[config.mk]
export PLATFORM = sky130hd
export DESIGN_NAME = sgd_adder_tree_sched_flat
export DESIGN_NICKNAME = d
export VERILOG_FILES = /design/src/rtl/sgd_tree_pkg.sv /design/src/rtl/sgd_adder_tree_sched_if.sv /design/src/rtl/sgd_rr_arbiter.sv /design/src/rtl/sgd_adder_tree_sched.sv /design/src/flat_wrapper.sv
export SDC_FILE = /design/constraint.sdc
export NUM_CORES = 2
export LEC_CHECK = 0
export CORE_AREA = 2 2 604 606
export CTS_CLUSTER_DIAMETER = 60
export DETAILED_ROUTE_END_ITERATION = 7
export DIE_AREA = 0 0 606 608
export MAX_ROUTING_LAYER = met4
export PLACE_DENSITY_LB_ADDON = 0.08
export SYNTH_ARGS = -nofsm -noshare
export SYNTH_HDL_FRONTEND = slang
export SYNTH_HIERARCHICAL = 1
export SYNTH_SLANG_ARGS = --single-unit
[constraint.sdc]
create_clock -name clk -period 18.6 [get_ports clk]
set_input_delay 1.86 -clock clk [delete_from_list [all_inputs] [get_ports clk]]
set_output_delay 1.86 -clock clk [all_outputs]
set_load 0.01 [all_outputs]
[src/rtl/sgd_tree_pkg.sv]
// Shared types for the adder-tree scheduler: lane/vector types, tree geometry and the
// owner tag that travels alongside each chunk through the tree.
package sgd_tree_pkg;

    localparam int LANES    = 9;
    localparam int TREE_LAT = 2;
    localparam int TAG_ID_W = 8;

    typedef logic signed [31:0] lane_t;
    typedef lane_t [LANES-1:0] vec_t;

    // Id field is wide enough for any practical requester count; users narrow it on read.
    typedef struct packed {
        logic                valid;
        logic [TAG_ID_W-1:0] id;
    } tag_t;

endpackage

[src/rtl/sgd_adder_tree_sched_if.sv]
// Bundle of requester, tree and result signals of the adder-tree scheduler.
// master = environment (engines, tree, loss stage); slave = scheduler.
interface sgd_adder_tree_sched_if #(
    parameter int NUM_REQ = 4,
    parameter int REQ_W   = 2,
    parameter int CNT_W   = 16
) ();
    import sgd_tree_pkg::*;

    logic [CNT_W-1:0]        cfg_chunks;
    vec_t [NUM_REQ-1:0]      req_data;
    logic [NUM_REQ-1:0]      req_valid;
    logic [NUM_REQ-1:0]      req_ready;
    vec_t                    tree_in;
    logic                    tree_in_valid;
    lane_t                   tree_out;
    logic                    tree_out_valid;
    lane_t                   res_data;
    logic [REQ_W-1:0]        res_id;
    logic                    res_valid;
    logic                    busy;
    logic                    err;

    modport master (
        output cfg_chunks, req_data, req_valid, tree_out, tree_out_valid,
        input  req_ready, tree_in, tree_in_valid, res_data, res_id, res_valid, busy, err
    );

    modport slave (
        input  cfg_chunks, req_data, req_valid, tree_out, tree_out_valid,
        output req_ready, tree_in, tree_in_valid, res_data, res_id, res_valid, busy, err
    );

endinterface

[src/rtl/sgd_rr_arbiter.sv]
// Round-robin arbiter: combinational one-hot grant searching upward from rr_ptr,
// pointer moves past the winner on every grant.
module sgd_rr_arbiter #(
    parameter int NUM_REQ = 4,
    parameter int REQ_W   = 2
) (
    input  logic               clk,
    input  logic               rst,
    input  logic [NUM_REQ-1:0] req,
    output logic [NUM_REQ-1:0] grant_oh,
    output logic [REQ_W-1:0]   grant_id,
    output logic               grant_valid
);

    logic [REQ_W-1:0] rr_ptr;
    logic [REQ_W-1:0] idx;

    // NOTE: every output of a combinational block gets a default first, so no path infers a latch.
    always_comb begin
        grant_oh    = '0;
        grant_id    = '0;
        grant_valid = 1'b0;
        idx         = '0;
        for (int i = 0; i < NUM_REQ; i++) begin
            idx = REQ_W'((int'(rr_ptr) + i) % NUM_REQ);
            if (!grant_valid && req[idx]) begin
                grant_valid = 1'b1;
                grant_id    = idx;
            end
        end
        if (grant_valid) grant_oh[grant_id] = 1'b1;
    end

    // A grant is always a transfer: only a valid requester can win.
    always_ff @(posedge clk or posedge rst) begin
        if (rst) begin
            rr_ptr <= '0;
        end else if (grant_valid) begin
            rr_ptr <= (grant_id == REQ_W'(NUM_REQ - 1)) ? '0 : grant_id + REQ_W'(1);
        end
    end

endmodule

[src/rtl/sgd_adder_tree_sched.sv]
// Shares one pipelined 9-lane adder tree between NUM_REQ dot-product engines: issues one
// chunk per cycle, tags it with its owner, and accumulates returned sums per owner.
module sgd_adder_tree_sched
    import sgd_tree_pkg::*;
#(
    parameter int NUM_REQ = 4,
    parameter int REQ_W   = 2,
    parameter int CNT_W   = 16
) (
    input  logic                  clk,
    input  logic                  rst,
    sgd_adder_tree_sched_if.slave bus
);

    logic [NUM_REQ-1:0] grant_oh;
    logic [REQ_W-1:0]   grant_id;
    logic               grant_valid;

    sgd_rr_arbiter #(.NUM_REQ(NUM_REQ), .REQ_W(REQ_W)) u_arb (
        .clk         (clk),
        .rst         (rst),
        .req         (bus.req_valid),
        .grant_oh    (grant_oh),
        .grant_id    (grant_id),
        .grant_valid (grant_valid)
    );

    assign bus.req_ready = grant_oh;

    vec_t             tree_in_q;
    logic             tree_in_valid_q;
    logic [REQ_W-1:0] issue_id_q;

    always_ff @(posedge clk or posedge rst) begin
        if (rst) begin
            tree_in_q       <= '0;
            tree_in_valid_q <= 1'b0;
            issue_id_q      <= '0;
        end else begin
            tree_in_valid_q <= grant_valid;
            if (grant_valid) begin
                tree_in_q  <= bus.req_data[grant_id];
                issue_id_q <= grant_id;
            end
        end
    end

    assign bus.tree_in       = tree_in_q;
    assign bus.tree_in_valid = tree_in_valid_q;

    // Tag pipe is fed from the issue register, so its last stage lines up with tree_out_valid.
    tag_t tag_q [TREE_LAT];

    always_ff @(posedge clk or posedge rst) begin
        if (rst) begin
            for (int i = 0; i < TREE_LAT; i++) tag_q[i] <= '0;
        end else begin
            tag_q[0] <= '{valid: tree_in_valid_q, id: TAG_ID_W'(issue_id_q)};
            for (int i = 1; i < TREE_LAT; i++) tag_q[i] <= tag_q[i-1];
        end
    end

    tag_t             ret;
    logic [REQ_W-1:0] ret_id;
    logic [CNT_W-1:0] last;

    assign ret    = tag_q[TREE_LAT-1];
    assign ret_id = REQ_W'(ret.id);
    assign last   = (bus.cfg_chunks == '0) ? '0 : bus.cfg_chunks - CNT_W'(1);

    lane_t            acc [NUM_REQ];
    logic [CNT_W-1:0] cnt [NUM_REQ];
    lane_t            res_data_q;
    logic [REQ_W-1:0] res_id_q;
    logic             res_valid_q;
    logic             err_q;

    // NOTE: the per-requester accumulators are plain flops, not RAM, so they are cleared by reset.
    always_ff @(posedge clk or posedge rst) begin
        if (rst) begin
            for (int i = 0; i < NUM_REQ; i++) begin
                acc[i] <= '0;
                cnt[i] <= '0;
            end
            res_data_q  <= '0;
            res_id_q    <= '0;
            res_valid_q <= 1'b0;
            err_q       <= 1'b0;
        end else begin
            res_valid_q <= 1'b0;
            if (bus.tree_out_valid != ret.valid) err_q <= 1'b1;
            if (bus.tree_out_valid && ret.valid) begin
                if (cnt[ret_id] == last) begin
                    res_data_q  <= acc[ret_id] + bus.tree_out;
                    res_id_q    <= ret_id;
                    res_valid_q <= 1'b1;
                    acc[ret_id] <= '0;
                    cnt[ret_id] <= '0;
                end else begin
                    acc[ret_id] <= acc[ret_id] + bus.tree_out;
                    cnt[ret_id] <= cnt[ret_id] + CNT_W'(1);
                end
            end
        end
    end

    assign bus.res_data  = res_data_q;
    assign bus.res_id    = res_id_q;
    assign bus.res_valid = res_valid_q;
    assign bus.err       = err_q;

    // The issue register counts as an in-flight tag too.
    always_comb begin
        bus.busy = tree_in_valid_q;
        for (int i = 0; i < NUM_REQ; i++) bus.busy = bus.busy | (cnt[i] != '0);
        for (int i = 0; i < TREE_LAT; i++) bus.busy = bus.busy | tag_q[i].valid;
    end

endmodule
[src/flat_wrapper.sv]
// flat-port wrapper written by rule: the top's interface ports become plain ports
module sgd_adder_tree_sched_flat import sgd_tree_pkg::*;
#(
    parameter int NUM_REQ = 4,
    parameter int REQ_W   = 2,
    parameter int CNT_W   = 16
)
  (clk, rst, bus_cfg_chunks, bus_req_data, bus_req_valid, bus_tree_out, bus_tree_out_valid, bus_req_ready, bus_tree_in, bus_tree_in_valid, bus_res_data, bus_res_id, bus_res_valid, bus_busy, bus_err);
  sgd_adder_tree_sched_if #(.NUM_REQ(NUM_REQ), .REQ_W(REQ_W), .CNT_W(CNT_W)) bus_i ();
  input  logic clk;
  input  logic rst;
  input wire logic [$bits(bus_i.cfg_chunks)-1:0] bus_cfg_chunks;
  input wire logic [$bits(bus_i.req_data)-1:0] bus_req_data;
  input wire logic [$bits(bus_i.req_valid)-1:0] bus_req_valid;
  input wire logic [$bits(bus_i.tree_out)-1:0] bus_tree_out;
  input wire logic [$bits(bus_i.tree_out_valid)-1:0] bus_tree_out_valid;
  output wire logic [$bits(bus_i.req_ready)-1:0] bus_req_ready;
  output wire logic [$bits(bus_i.tree_in)-1:0] bus_tree_in;
  output wire logic [$bits(bus_i.tree_in_valid)-1:0] bus_tree_in_valid;
  output wire logic [$bits(bus_i.res_data)-1:0] bus_res_data;
  output wire logic [$bits(bus_i.res_id)-1:0] bus_res_id;
  output wire logic [$bits(bus_i.res_valid)-1:0] bus_res_valid;
  output wire logic [$bits(bus_i.busy)-1:0] bus_busy;
  output wire logic [$bits(bus_i.err)-1:0] bus_err;
  assign bus_i.cfg_chunks = bus_cfg_chunks;
  assign bus_i.req_data = bus_req_data;
  assign bus_i.req_valid = bus_req_valid;
  assign bus_i.tree_out = bus_tree_out;
  assign bus_i.tree_out_valid = bus_tree_out_valid;
  assign bus_req_ready = bus_i.req_ready;
  assign bus_tree_in = bus_i.tree_in;
  assign bus_tree_in_valid = bus_i.tree_in_valid;
  assign bus_res_data = bus_i.res_data;
  assign bus_res_id = bus_i.res_id;
  assign bus_res_valid = bus_i.res_valid;
  assign bus_busy = bus_i.busy;
  assign bus_err = bus_i.err;
  sgd_adder_tree_sched #(.NUM_REQ(NUM_REQ), .REQ_W(REQ_W), .CNT_W(CNT_W)) u_core (.clk(clk), .rst(rst), .bus(bus_i));
endmodule
==> run metrics <==
run status completed; R2R Setup Slk between 10 and 15 ns; slowest CP cell buf_4; max frequency around 140 MHz; root buffer cell clkbuf_16; reg2reg end u_core/bus.tree_in[221]$_DFFE_PP0P_; DR iter-0 viols 1412; wire per inst about 35 um; CTS tree built; CTS Buf Count between 100 and 150; Crit Path Max Fanout about 50; port bufs roughly 1500; Critical path origin bus_req_valid[0]; WS Path Type primary input to flip-flop; CTS resizes 0; Worst Tran Pin Value approximately 1.3 ns; Fillers a little over 40000; H-tree Lvls 4; Final #Nets 5012; crit path DAT between 7 and 8 ns; pin count of the biggest net entering global routing about 120; Finished Layout Cells 8767; post-CTS setup buffer count 0; die span in y between 600 and 700 um; area grow syn2layout 85.3%; grt total ovfl 0; final period utilization 0.395; # clock sinks 527; Setup-failing EPs final 0; part of the Yosys area used for sequential elements 0.432; DP Area just over 50000 sq um; die width between 600 and 700 um; Mapped Nets 3477; placed cell count 8420; CP Launch Type primary input; synthesized instance count approximately 2200; Slew headroom 0.0961; final hold viol count 0; reg2reg path depth 10; FP Rows between 200 and 250; max cap viols 0; Core Util, Final 0.156; share of synthesized registers carrying an async set or reset 1.00; Syn Std Cell Area between 30000 and 40000 sq um; Pleak around 20 nW; Clock Tree Buf Depth 4; vias in the first global route roughly 30000; synth unique cells 70; clock skew 0.0431 ns; maximum VDD drop 0.0000832 V; starting density of the core 0.0844; gr usage total 0.166; Post-synth EDFFs 0; top_reg_cell synth dfrtp_1; final WL ~300000 um; Setup TNS Final 0 ns; Final Cell Area approximately 57000 sq um; CP Capture Type flip-flop; Vias about 28000; initial antenna violation count approximately 240; worst setup margin between 10 and 15 ns; DRC 0; DPL Wire Length 259000 um; hold slack 0.372 ns; first-pass GRT wire length roughly 380000 um; slowest cell delay on critical path roughly 0.78 ns; Die ar. between 300000 and 400000 sq um; layout cells sized above 1 0.237; hold_buf cts 0; RR Startpoint u_core/u_arb/rr_ptr[1]$_DFFE_PP0P_; Synth Area per Inst 13.7 sq um; Pwr Total between 8 and 9 mW; unrepaired setup endpoints after global routing no; clk slew on worst S/H paths 0.05 ns; flops & latches, synth 527; antenna viol nets, final 0; GPL Wtd Cong 0.867; CP Cell Sequence clkdlybuf4s50_1 > a21oi_1 > o21a_1 > o22a_4 > buf_4 > buf_4 > buf_4 > buf_4 > buf_4 > mux4_2 > mux2_2; DRT Pass-1 Iters 5; Final Max Slew Viols 0; IO Pins between 1500 and 2000; cell mode on critical path buf_4; Clock Latency Late Sink 0.82 ns; placeable core area between 300000 and 400000 sq um; Via density 3.24; Placement Setup Slack approximately 11 ns; Worst Setup EP u_core/bus.tree_in[221]$_DFFE_PP0P_; final period demand of the worst path about 7.3 ns; Hold Crit Class flip-flop to flip-flop; Critical Path RT around 19 ns; cell area power density roughly 160 nW/um^2; Synth Warn # 6
cell families (layout without fill, tap and decap cells):
logic type | Yosys count | count (layout) | share of synthesized area
adder cells (fa/ha/maj) | 39 | 39 | 0.0162
multiplexers | 669 | 669 | 0.369
flip-flops | 527 | 527 | 0.432
AND/OR/NAND/NOR | 388 | 388 | 0.0617
XOR/XNOR | 55 | 55 | 0.0162
AO/OA/AOI/OAI | 316 | 316 | 0.0742
buffers and inverters | 237 | 1876 | 0.0306
other | 0 | 103 | 0
cell type report:
| class | instances | area [sq um] | share of cell area |
|---|---|---|---|
| Multi-Input combinational cell | 1467 | 16500 | 0.291 |
| Sequential cell | 527 | 13200 | 0.233 |
| Clock inverter | 59 | 815 | 0.0144 |
| Tap cell | 4794 | 6000 | 0.106 |
| Inverter | 58 | 233 | 0.00411 |
| Timing Repair Buffer | 1574 | 15700 | 0.278 |
| Antenna cell | 103 | 258 | 0.00456 |
| Clock buffer | 185 | 3910 | 0.0690 |
report_power, final:
part / total (mW) / switching (mW) / internal, mW
clock network: 2.57 / 0.865 / 1.70
registers: 1.94 / 0.353 / 1.59
logic: 4.41 / 2.57 / 1.84
total: 8.92 / 3.79 / 5.13
state kept, by name (all words and copies together), names as in the netlist:
register,count
u_core/cnt,64
u_core/bus.res_id,2
u_core/bus.err,1
u_core/acc,128
u_core/bus.tree_in_valid,1
u_core/bus.res_valid,1
u_core/issue_id_q,2
u_core/ret,3
u_core/tag_q,3
u_core/bus.res_data,32
u_core/bus.tree_in,288
u_core/u_arb/rr_ptr,2
placed cells by master, fill, tap and decap left out, types with 5 or more instances in the layout:
master           netlist  routed
diode_2                0     103
nand3_1               13      12
nand2_1              225     225
mux4_2               336     336
dfrtp_1              527     525
a21o_1                12      12
o21ai_0               25      25
o21bai_1               6       6
bufinv_16              0      17
nand4_1               19      19
clkbuf_16              0     142
xnor2_1               32      32
and3_1                 9       9
mux2_2               295     295
clkinvlp_4             0       8
o31ai_1              193     193
a31oi_1                5       5
nor4_1                19      19
nor2b_1                5       5
clkdlybuf4s50_1        0    1535
clkbuf_8               0      19
buf_4                  5      35
ha_1                  38      38
and4_1                 6       6
nor3_1                12      12
mux2i_1               37      37
o211ai_1               5       5
clkbuf_1             108      24
xor2_1                22      22
a21oi_1               34      34
nor2_1                30      30
inv_1                 58      56
nor3b_1                5       5
and2_1                 5       5
o21a_1                 7       6
or4_1                  5       5
clkinv_2               0      24
worst max-delay path: cells and delay by family:
kind / cells / cell delay (ns)
AOI/OAI and AO/OA: 3 / 0.99
muxes: 2 / 0.68
buffers and inverters: 6 / 4.02
cells in the mapped netlist, drive strengths merged (6+ instances only):
library cell	count	share of area
clkbuf	108	0.013
inv	58	0.0071
mux2i	37	0.012
a21o	12	0.0030
o21ai	25	0.0041
buf	71	0.010
o21bai	6	0.0015
dfrtp	527	0.43
o21a	7	0.0017
xnor2	32	0.0092
and3	9	0.0018
o31ai	193	0.047
xor2	22	0.0063
nor3	13	0.0023
nand4	19	0.0039
mux2	296	0.11
ha	38	0.016
mux4	336	0.25
nand3	13	0.0021
and4	6	0.0017
nor2	30	0.0037
a21oi	35	0.0059
nor4	22	0.0057
nand2	225	0.028
how the worst min path moves through the flow:
stage | from | to | slack, ns | cells past startpoint
after floorplan | u_core/tag_q[9]$_DFF_PP0_ | u_core/ret[0]$_DFF_PP0_ | 0.33 | 0
after global placement | u_core/issue_id_q[0]$_DFFE_PP0P_ | u_core/tag_q[9]$_DFF_PP0_ | 0.36 | 0
after detailed placement | u_core/tag_q[9]$_DFF_PP0_ | u_core/ret[0]$_DFF_PP0_ | 0.35 | 0
after CTS | u_core/tag_q[9]$_DFF_PP0_ | u_core/ret[0]$_DFF_PP0_ | 0.37 | 0
after global routing | u_core/tag_q[17]$_DFF_PP0_ | u_core/ret[8]$_DFF_PP0_ | 0.39 | 0
final | u_core/tag_q[9]$_DFF_PP0_ | u_core/ret[0]$_DFF_PP0_ | 0.37 | 0
layer usage:
layer  track usage  part of all wire  vias to the layer above
met5             -                 0                        -
met4        0.0345             0.025                        0
met3        0.0623             0.087                      498
met2         0.282              0.50                     1229
met1         0.184              0.39                    14607
li1              -                 -                    12054
(Power assumes the default switching activity.)
